[config.mk]
export PLATFORM = sky130hd
export DESIGN_NAME = fifo_write_arbiter
export DESIGN_NICKNAME = d
export VERILOG_FILES = /design/src/rtl/fifo_pkg.sv /design/src/rtl/rr_select.sv /design/src/rtl/fifo_write_arbiter.sv
export SDC_FILE = /design/constraint.sdc
export NUM_CORES = 1
export LEC_CHECK = 0
export BUFFER_PORTS_ARGS = -buffer_cell sky130_fd_sc_hd__buf_2
export CAP_MARGIN = 20
export CORE_MARGIN = 2
export CORE_UTILIZATION = 45
export CTS_BUF_LIST = sky130_fd_sc_hd__clkbuf_16
export DETAILED_ROUTE_END_ITERATION = 12
export GPL_TIMING_DRIVEN = 0
export PLACE_DENSITY = 0.89
export SKIP_LAST_GASP = 1
export SLEW_MARGIN = 20
export SYNTH_ARGS = -nofsm -noshare
export SYNTH_HDL_FRONTEND = slang
export SYNTH_SLANG_ARGS = --single-unit
export TNS_END_PERCENT = 5
[constraint.sdc]
create_clock -name clk -period 2.8 [get_ports clk]
set_input_delay 0.28 -clock clk [delete_from_list [all_inputs] [get_ports clk]]
set_output_delay 0.28 -clock clk [all_outputs]
set_load 0.02 [all_outputs]
[src/rtl/fifo_pkg.sv]
// Shared FIFO geometry and arbiter state type.
// Imported by the write arbiter and its selector.
package fifo_pkg;

    localparam int FIFO_WIDTH = 8;
    localparam int FIFO_DEPTH = 16;
    // Must hold 0..FIFO_DEPTH inclusive.
    localparam int FIFO_CNT_W = $clog2(FIFO_DEPTH + 1);

    typedef enum logic {
        IDLE  = 1'b0,
        BURST = 1'b1
    } state_e;

endpackage

[src/rtl/rr_select.sv]
// Round-robin pick: first set req bit at or after ptr.
// Ports: req (vector), ptr (start index) -> valid, index.
module rr_select #(
    parameter int NUM_REQ = 4,
    parameter int PTR_W   = 2
) (
    input  logic [NUM_REQ-1:0] req,
    input  logic [PTR_W-1:0]   ptr,
    output logic               valid,
    output logic [PTR_W-1:0]   index
);

    logic [PTR_W:0]   sum;
    logic [PTR_W-1:0] cand;

    always_comb begin
        valid = 1'b0;
        index = '0;
        sum   = '0;
        cand  = '0;
        for (int i = 0; i < NUM_REQ; i++) begin
            sum = {1'b0, ptr} + (PTR_W + 1)'(i);
            if (sum >= (PTR_W + 1)'(NUM_REQ)) begin
                sum = sum - (PTR_W + 1)'(NUM_REQ);
            end
            cand = sum[PTR_W-1:0];
            if (!valid && req[cand]) begin
                valid = 1'b1;
                index = cand;
            end
        end
    end

endmodule

[src/rtl/fifo_write_arbiter.sv]
// Burst round-robin arbiter feeding one FIFO write port.
// Ports: clk, reset, req/req_data in, gnt out, fifo_full and
// fifo_counter in, write/data_in registered out, stall out.
module fifo_write_arbiter
    import fifo_pkg::*;
#(
    parameter int NUM_REQ   = 4,
    parameter int BURST_LEN = 4
) (
    input  logic                          clk,
    input  logic                          reset,
    input  logic [NUM_REQ-1:0]            req,
    input  logic [NUM_REQ*FIFO_WIDTH-1:0] req_data,
    output logic [NUM_REQ-1:0]            gnt,
    input  logic                          fifo_full,
    input  logic [FIFO_CNT_W-1:0]         fifo_counter,
    output logic                          write,
    output logic [FIFO_WIDTH-1:0]         data_in,
    output logic                          stall
);

    localparam int PTR_W = (NUM_REQ > 1) ? $clog2(NUM_REQ) : 1;
    localparam int CNT_W = $clog2(BURST_LEN + 1);

    state_e                state_q, state_d;
    logic [PTR_W-1:0]      owner_q, owner_d;
    logic [PTR_W-1:0]      ptr_q, ptr_d;
    logic [CNT_W-1:0]      cnt_q, cnt_d;
    logic                  write_q, write_d;
    logic [FIFO_WIDTH-1:0] data_q, data_d;

    logic                  rr_valid;
    logic [PTR_W-1:0]      rr_idx;
    logic [PTR_W-1:0]      owner_inc;
    logic [FIFO_CNT_W:0]   occ;
    logic                  space;

    rr_select #(
        .NUM_REQ (NUM_REQ),
        .PTR_W   (PTR_W)
    ) u_rr (
        .req   (req),
        .ptr   (ptr_q),
        .valid (rr_valid),
        .index (rr_idx)
    );

    // The registered write lands next cycle, so count it now.
    assign occ = {1'b0, fifo_counter}
               + {{FIFO_CNT_W{1'b0}}, write_q};
    assign space = ~fifo_full
                 & (occ < (FIFO_CNT_W + 1)'(FIFO_DEPTH));

    assign owner_inc = (owner_q == PTR_W'(NUM_REQ - 1))
                     ? '0 : owner_q + 1'b1;

    always_comb begin
        state_d = state_q;
        owner_d = owner_q;
        ptr_d   = ptr_q;
        cnt_d   = cnt_q;
        gnt     = '0;
        stall   = 1'b0;
        if (!reset) begin
            stall = (|req) & ~space;
            unique case (state_q)
                IDLE: begin
                    // A full burst leaves cnt at BURST_LEN: that
                    // IDLE cycle is the rest bubble, no arbitration.
                    if (cnt_q == CNT_W'(BURST_LEN)) begin
                        cnt_d = '0;
                    end else if (rr_valid && space) begin
                        gnt[rr_idx] = 1'b1;
                        owner_d     = rr_idx;
                        cnt_d       = CNT_W'(1);
                        state_d     = BURST;
                    end
                end
                BURST: begin
                    if (!req[owner_q]) begin
                        state_d = IDLE;
                        ptr_d   = owner_inc;
                    end else if (space) begin
                        gnt[owner_q] = 1'b1;
                        cnt_d        = cnt_q + 1'b1;
                        if (cnt_q + 1'b1 == CNT_W'(BURST_LEN)) begin
                            state_d = IDLE;
                            ptr_d   = owner_inc;
                        end
                    end
                end
            endcase
        end
    end

    always_comb begin
        write_d = |gnt;
        data_d  = data_q;
        for (int i = 0; i < NUM_REQ; i++) begin
            if (gnt[i]) begin
                data_d = req_data[i*FIFO_WIDTH +: FIFO_WIDTH];
            end
        end
    end

    always_ff @(posedge clk) begin
        if (reset) begin
            state_q <= IDLE;
            owner_q <= '0;
            ptr_q   <= '0;
            cnt_q   <= '0;
            write_q <= 1'b0;
            data_q  <= '0;
        end else begin
            state_q <= state_d;
            owner_q <= owner_d;
            ptr_q   <= ptr_d;
            cnt_q   <= cnt_d;
            write_q <= write_d;
            data_q  <= data_d;
        end
    end

    assign write   = write_q;
    assign data_in = data_q;

endmodule

==> results of run 1 <==
[cells in the final DEF, fill, tap and decap left out, types with 5 or more instances in the layout]
cell,netlist,routed
nand2_1,12,12
ha_1,7,7
inv_1,8,8
nor3b_1,5,5
buf_2,1,58
a21o_1,5,5
nor2_1,25,24
mux2i_1,9,9
dfxtp_1,17,17
a21oi_1,10,10
[state kept, by name (all words and copies together), names as in the netlist]
register  flops
cnt_q         3
data_in       8
owner_q       2
ptr_q         2
state_q       1
write         1
[where the power goes]
| group | leakage (nW) | internal, mW | switching [mW] |
|---|---|---|---|
| registers | 0.139 | 0.256 | 0.00993 |
| clock network | 0.0409 | 0.191 | 0.102 |
| logic | 0.632 | 0.0715 | 0.0855 |
| total | 0.812 | 0.519 | 0.197 |
[per-stage QoR]
step / util / setup WS [ns] / std cells / power, mW
floorplan: - / 0.355 / 154 / 0.365
global placement: 0.587 / 0.152 / 242 / 0.421
detailed placement: 0.587 / 0.101 / 242 / 0.426
CTS: 0.616 / 0.0416 / 246 / 0.718
global route: 0.618 / -0.0673 / 246 / 0.745
finish: 0.618 / 0.121 / 246 / 0.716
[per-layer routing]
layer / track usage / up-vias / wire length (um)
li1: - / 690 / -
met1: 0.265 / 640 / 1380
met2: 0.377 / 71 / 1720
met3: 0.0295 / 4 / 274
met4: 0.0897 / 0 / 36
met5: 0 / - / 0
[worst max path at each step]
stage               cells after the start  slack, ns         end  startpoint
finish                                  9       0.12  data_in[4]  owner_q[0]
CTS                                     6       0.04      gnt[2]  owner_q[0]
global route                            7      -0.07      gnt[3]    cnt_q[0]
detailed placement                      9       0.10  data_in[4]      req[2]
floorplan                               9       0.35  data_in[3]  owner_q[0]
global placement                        9       0.15  data_in[4]      req[2]
[Yosys cell counts, types with 2 or more instances]
master / n
a211o_1: 4
a21o_1: 5
a21oi_1: 10
a221oi_1: 3
a311oi_2: 4
a32o_1: 2
and2_1: 3
clkbuf_1: 2
dfxtp_1: 17
ha_1: 7
inv_1: 8
mux2i_1: 9
nand2_1: 12
nand2b_1: 2
nand4_1: 2
nor2_1: 25
nor2b_1: 3
nor3_1: 2
nor3b_1: 5
o211ai_1: 2
o21a_1: 3
o21ai_0: 4
[worst max-delay path, cell delays in order (launching register included)]
cell and delay [ns]:
dfxtp_1 0.45, mux4_2 0.59, o2111a_4 0.21, and3_1 0.19
a31o_1 0.20, or3b_1 0.36, buf_2 0.18, buf_6 0.16
nor2_1 0.14, a311oi_2 0.07
[kinds of logic after synthesis]
family,count (synthesis)
xor+xnor,1
buf+inv,14
fa+ha+maj,7
simple gates,59
mux,10
compound gates,46
flops,17
[area by class of cell]
cell class	count	area, sq um	area share
plain buffers	6	36.3	0.0215
flip-flops and latches	17	340	0.201
clock inverters	1	5.00	0.00296
multi-input cells	123	878	0.520
clock buffers	3	75.1	0.0444
inverters	8	30.0	0.0178
well taps	31	38.8	0.0230
repair buffers	57	285	0.169
==> flow_summary.toml, run 1 <==
[synthesis]
synth.avg_cell_area_sq_um = 8.32
synth.distinct_cells = 42
synth_top_family_by_area = "compound AO/OA/AOI/OAI gates"
syn_area_sq_mm = 0.00128
synth_area_leaders = "dfxtp_1 27%, nor2_1 7.3%, mux2i_1 7.0%"
synthAdderAreaFrac = 0.0684
dominantRegCellSynth = "dfxtp_1"
synth_edf_count = 0
ys_seq_elements = 17
synth_simple_gate_area_frac = 0.221
yosysTopAreaCellShare = 0.266
syn-num-nets = 205
synthXorXnorAreaFrac = 0.00684
yosysWarnings = 0
synthMuxAreaShare = 0.0879
async_flop_share = 0
synth_compound_area_frac = 0.300
ys_seq_area_frac = 0.266
syn_inst = 154
yosysTopAreaCell = "dfxtp_1"

[pwr]
p_leak_nw = 0.812
power_density_mw_per_mm2 = 424
irDropWorstVdd_mv = 0.288

[sta]
hold_ws_ns = 0.329
max_slew_margin = 0.609
rsz0062_at_grt = "yes"
drv_slew = 0
timing.final.crit_period_ns = 2.68
report.final.hold_viol_count = 0
max_freq_mhz = 373
skew_ns = 0.00277
worstMarginPinSlew_ns = 0.582
finalSetupTns_ns = 0
period_share = 0.957
setup_viol = 0

[worst_setup_path]
timing.rr.end = "data_in[4]"
end_kind = "flop"
cp.required_ns = 2.92
critPathKind = "reg2reg"
r2r-start = "owner_q[0]"
worst-path-max-fanout = 10
r2r_cells = 9
reg2reg_slack_ns = 0.12
cp-start-kind = "flop"
critPathArrivalTime_ns = 2.80

[min_path]
hold_class = "in2reg"
hold_start = "req_data[27]"
worstHoldEndpoint = "data_in[3]"
hold_depth = 3

[clocking]
hold_buffers = 0
clk_latency_ns = 0.25
cts-buffers-inserted = 3
cts-root-buf = "clkbuf_16"
clk_pin_slew_ns = 0.05
htreeDepth = 1
cts_tree = "done"
cts_setup_buffers = 0
cts.repair.resized = 0
clockBufferDepth = 2
cts_sinks = 17

[floorplan]
die_h_um = 57.4
coreArea_sq_mm = 0.00273
die_w_um = 57.4
start_util = 0.469
rows = 19
io_pins = 58
fp.dieArea_sq_mm = 0.00329

[cells_and_area]
finalInstanceArea_sq_mm = 0.00169
syn_to_final_growth_pct = 31.8
fillerInstances = 228
antenna_cells = 0
drive_gt1_frac = 0.344
fin_nets = 267

[route]
finalWirelength_um = 3420
via_per_inst = 5.71
drt_iter0_markers = 60
wire_per_inst_um = 13.9
via_count = 1405
drtAntennaViolNets = 0
drt-pass1-iter-count = 4
drc_errors = 0

[global_route]
grt_usage = 0.216
grt_max_degree = 11
overflow = 0
antenna_found_initial = 0
grt_pass1_wl_um = 5710
grt_pass1_vias = 1334

[placed_design]
place.gp.congestion = 0.850
portBuffers = 57
hpwl_um = 2620
placed_area_sq_mm = 0.00161

[status]
status = "finished clean"

[flow_run]
cap_violations = 0
No activity file was read; power rests on OpenSTA's default activity.
==> run 2, diff against run 1 <==
--- a/config.mk
+++ b/config.mk
@@ -5,14 +5,16 @@
 export SDC_FILE = /design/constraint.sdc
 export NUM_CORES = 1
 export LEC_CHECK = 0
-export BUFFER_PORTS_ARGS = -buffer_cell sky130_fd_sc_hd__buf_2
 export CAP_MARGIN = 20
+export CELL_PAD_IN_SITES_DETAIL_PLACEMENT = 0
+export CELL_PAD_IN_SITES_GLOBAL_PLACEMENT = 1
 export CORE_MARGIN = 2
-export CORE_UTILIZATION = 45
+export CORE_UTILIZATION = 44
 export CTS_BUF_LIST = sky130_fd_sc_hd__clkbuf_16
 export DETAILED_ROUTE_END_ITERATION = 12
+export DONT_BUFFER_PORTS = 1
 export GPL_TIMING_DRIVEN = 0
-export PLACE_DENSITY = 0.89
+export PLACE_DENSITY = 0.9
 export SKIP_LAST_GASP = 1
 export SLEW_MARGIN = 20
 export SYNTH_ARGS = -nofsm -noshare
==> flow_summary.toml, run 2 (same netlist as run 1, synthesis figures left out) <==
[global_route]
grt_pass1_wl_um = 5390
grt_usage = 0.207
overflow = 0
grt_pass1_vias = 1237
grt_max_degree = 11
antenna_found_initial = 0

[route]
finalWirelength_um = 3180
drtAntennaViolNets = 0
drt_iter0_markers = 54
via_count = 1210
wire_per_inst_um = 16.8
drt-pass1-iter-count = 4
via_per_inst = 6.40
drc_errors = 0

[pwr]
p_seq_frac = 0.422
power_density_mw_per_mm2 = 475
p_comb_frac = 0.148
irDropWorstVdd_mv = 0.511
p_sw_mw = 0.177
swShare = 0.265
p_total_mw = 0.667
pwr-share-clk = 0.430
p_leak_nw = 0.568
power.internal_mw = 0.491

[floorplan]
io_pins = 58
fp.dieArea_sq_mm = 0.00336
die_h_um = 58.0
coreArea_sq_mm = 0.00276
die_w_um = 58.0
rows = 19
start_util = 0.465

[sta]
drv_slew = 0
hold_ws_ns = 0.220
rsz0062_at_grt = "yes"
period_share = 0.959
worstMarginPinSlew_ns = 0.635
finalSetupTns_ns = 0
timing.final.crit_period_ns = 2.68
setup_viol = 0
max_freq_mhz = 373
skew_ns = 0.00127
max_slew_margin = 0.573
report.final.hold_viol_count = 0

[cells_and_area]
final_common_cell = "nor2_1"
syn_to_final_growth_pct = 9.57
final_cell_mix = "24 x nor2_1, 17 x dfxtp_1, 12 x nand2_1"
regArea_sq_um = 340
antenna_cells = 0
largest_reg_flops = 8
fillerInstances = 287
fin_nets = 210
multi_input_area_sq_um = 878
drive_gt1_frac = 0.108

[worst_setup_path]
critPathKind = "reg2reg"
worst-path-max-fanout = 10
cp-start-kind = "flop"
cp.required_ns = 2.91
end_kind = "flop"
critPathArrivalTime_ns = 2.79

[placed_design]
portBuffers = 0
place.gp.congestion = 0.826
hpwl_um = 2430

[flow_run]
cap_violations = 0

[status]
status = "finished clean"

[clocking]
clk_latency_ns = 0.25
cts-buffers-inserted = 3
htreeDepth = 1
cts_setup_buffers = 0
clk_pin_slew_ns = 0.05
cts_sinks = 17
cts_tree = "done"
cts-root-buf = "clkbuf_16"
clockBufferDepth = 2

[min_path]
hold_class = "in2reg"
-- run 2: final timing paths --
check	to	slack [ns]	startpoint	cells past startpoint
worst min register to register	cnt_q[2]	0.55	cnt_q[2]	2
worst max register to register	data_in[3]	0.12	owner_q[0]	9
worst max-delay path	data_in[3]	0.12	owner_q[0]	9
worst min-delay path	data_in[3]	0.22	req_data[27]	2
-- run 2: per-layer routing --
layer	track usage	up-vias	share of wire
met1	0.248	582	0.42
li1	-	580	-
met4	0.0897	0	0.016
met2	0.354	44	0.49
met3	0.0469	4	0.069
met5	0	-	0
-- run 2: layout make-up --
cell class | instances | share of cell area
multi-input cells | 123 | 0.626
plain buffers | 6 | 0.0258
flip-flops and latches | 17 | 0.242
clock inverters | 1 | 0.00357
clock buffers | 3 | 0.0535
inverters | 8 | 0.0214
well taps | 31 | 0.0276
-- run 2: critical path, stage by stage (launching register included) --
cell	delay (ns)
dfxtp_1	0.47
mux4_2	0.61
o2111a_4	0.21
and3_1	0.19
a31o_1	0.19
or3b_1	0.36
buf_2	0.17
buf_6	0.15
nor2_1	0.12
a311oi_2	0.06
-- run 2: timing repair --
| item | CTS | global route |
|---|---|---|
| hold buffers | 0 | 0 |
| resized for setup | 0 | 3 |
| setup endpoints to repair | 0 | 9 |
-- run 2: stage by stage --
stage / setup WS, ns / cells / util / instance area [sq um]
floorplan: 0.355 / 154 / - / 1280
global placement: 0.164 / 185 / 0.479 / 1320
detailed placement: 0.112 / 185 / 0.479 / 1320
CTS: 0.0349 / 189 / 0.508 / 1400
global route: -0.0352 / 189 / 0.509 / 1400
finish: 0.116 / 189 / 0.509 / 1400
-- run 2: power by group through the flow --
stage / logic [mW] / registers [mW] / clock network [mW]
after detailed placement: 0.0977 / 0.286 / 0
after global placement: 0.0943 / 0.286 / 0
after global routing: 0.110 / 0.284 / 0.308
after floorplan: 0.0822 / 0.283 / 0
final: 0.0986 / 0.282 / 0.287
after CTS: 0.0987 / 0.282 / 0.291
==> run 3, diff against run 2 <==
--- a/config.mk
+++ b/config.mk
@@ -8,13 +8,12 @@
 export CAP_MARGIN = 20
 export CELL_PAD_IN_SITES_DETAIL_PLACEMENT = 0
 export CELL_PAD_IN_SITES_GLOBAL_PLACEMENT = 1
-export CORE_MARGIN = 2
-export CORE_UTILIZATION = 44
+export CORE_UTILIZATION = 39
 export CTS_BUF_LIST = sky130_fd_sc_hd__clkbuf_16
 export DETAILED_ROUTE_END_ITERATION = 12
 export DONT_BUFFER_PORTS = 1
 export GPL_TIMING_DRIVEN = 0
-export PLACE_DENSITY = 0.9
+export PLACE_DENSITY = 0.85
 export SKIP_LAST_GASP = 1
 export SLEW_MARGIN = 20
 export SYNTH_ARGS = -nofsm -noshare
==> constraint.sdc (replaced) <==
create_clock -name clk -period 2.19 [get_ports clk]
set_input_delay 0.219 -clock clk [delete_from_list [all_inputs] [get_ports clk]]
set_output_delay 0.219 -clock clk [all_outputs]
set_load 0.02 [all_outputs]
==> flow_summary.toml, run 3 (same netlist as run 1, synthesis figures left out) <==
[pwr]
power.internal_mw = 0.642
p_total_mw = 0.874
p_sw_mw = 0.232
p_seq_frac = 0.412
irDropWorstVdd_mv = 0.347
p_leak_nw = 0.624
power_density_mw_per_mm2 = 561
pwr-share-clk = 0.411
swShare = 0.265
p_comb_frac = 0.177

[cells_and_area]
finalInstanceArea_sq_mm = 0.00156
final_cell_mix = "22 x nor2_1, 15 x dfxtp_1, 12 x nand2_1"
final_common_cell = "nor2_1"
largest_reg_flops = 8
drive_gt1_frac = 0.202
syn_to_final_growth_pct = 21.7
fin_nets = 215
final_cells = 207
antenna_cells = 0

[worst_setup_path]
worst-path-max-fanout = 8
cpMaxStageDelayCell = "mux4_2"
cp.required_ns = 2.34
critPathKind = "reg2reg"
path_cells = "mux4_2 > o2111a_4 > and3_4 > a31o_4 > or3b_4 > buf_8 > a311oi_2"
critPathArrivalTime_ns = 2.56
crit_family = "compound AO/OA/AOI/OAI gates"
cp_slowest_stage_delay_ns = 0.53
end_kind = "flop"
cp-start-kind = "flop"
critPathBufInv = 1

[sta]
period_share = 1.10
setup_viol = 11
setup_slack_ns = -0.215
hold_ws_ns = 0.162
max_freq_mhz = 416
finalSetupTns_ns = -1.46
worstMarginPinSlew_ns = 0.718
timing.final.crit_period_ns = 2.40
drv_slew = 0
report.final.hold_viol_count = 0
skew_ns = 0.00352
rsz0062_at_grt = "yes"
max_slew_margin = 0.517

[global_route]
grt_usage = 0.191
antenna_found_initial = 0
grt_pass1_vias = 1169
grt_pass1_wl_um = 5060
overflow = 0
grt_max_degree = 11

[clocking]
cts_tree = "done"
cts-buffers-inserted = 3
htreeDepth = 1
clk_pin_slew_ns = 0.05
clk_latency_ns = 0.25
cts_sinks = 17
cts-root-buf = "clkbuf_16"
clockBufferDepth = 2

[route]
via_count = 1197
drt-pass1-iter-count = 4
wire_per_inst_um = 15.5
finalWirelength_um = 3220
drc_errors = 0
via_per_inst = 5.78
drtAntennaViolNets = 0
drt_iter0_markers = 66

[placed_design]
placed_area_sq_mm = 0.00138
hpwl_um = 2460
portBuffers = 0
dp_cells = 198
place.gp.congestion = 0.780

[floorplan]
die_h_um = 59.3
io_pins = 58
fp.dieArea_sq_mm = 0.00352
die_w_um = 59.3
start_util = 0.416
coreArea_sq_mm = 0.00308
rows = 20

[flow_run]
cap_violations = 0

[status]
status = "finished, violations left"
violations = "negative setup slack"

[min_path]
hold_class = "in2reg"
-- run 3: changes by cell type in the layout (fill, tap and decap cells not counted), moves of 2 or more --
cell | previous run | this run
nor2_1 | 24 | 22
buf_4 | 1 | 4
nor2_4 | 0 | 2
dfxtp_1 | 17 | 15
-- run 3: routing by layer --
| metal | global-route usage | part of all wire |
|---|---|---|
| met1 | 0.236 | 0.46 |
| met5 | 0 | 0 |
| met4 | 0.0952 | 0.017 |
| met2 | 0.331 | 0.49 |
| met3 | 0.0153 | 0.032 |
-- run 3: metrics by stage --
step                 util  worst slack (ns)
floorplan               -            -0.116
global placement    0.447            -0.392
detailed placement  0.447            -0.466
CTS                 0.488            -0.208
global route        0.507            -0.293
finish              0.507            -0.215
-- run 3: cell type report --
cell class / count / area, sq um
clock buffer: 3 / 75.1
tap: 44 / 55.1
fill: 290 / 1520
multi-input combinational: 123 / 948
buffer: 5 / 41.3
timing repair buffer: 6 / 60.1
sequential: 17 / 345
clock inverter: 1 / 3.75
inverter: 8 / 30.0
-- run 3: timing repair --
action	CTS	global route
pin swaps	1	2
cloned	1	1
hold buffers	0	0
buffers inserted	3	1
endpoints found under the setup margin	12	12
resized for setup	7	5
-- run 3: power by group through the flow --
| stage | Sequential [mW] | Clock [mW] | Combinational (mW) |
|---|---|---|---|
| after detailed placement | 0.367 | 0 | 0.134 |
| after CTS | 0.360 | 0.365 | 0.143 |
| after global routing | 0.363 | 0.384 | 0.168 |
| final | 0.361 | 0.359 | 0.154 |
| after floorplan | 0.362 | 0 | 0.113 |
| after global placement | 0.367 | 0 | 0.130 |
-- run 3: worst paths after layout --
kind                start         end  slack, ns  cells past startpoint
max            owner_q[0]  data_in[4]      -0.21                      7
min          req_data[27]  data_in[3]       0.16                      2
max reg2reg    owner_q[0]  data_in[4]      -0.21                      7
min reg2reg      ptr_q[0]    ptr_q[0]       0.55                      2
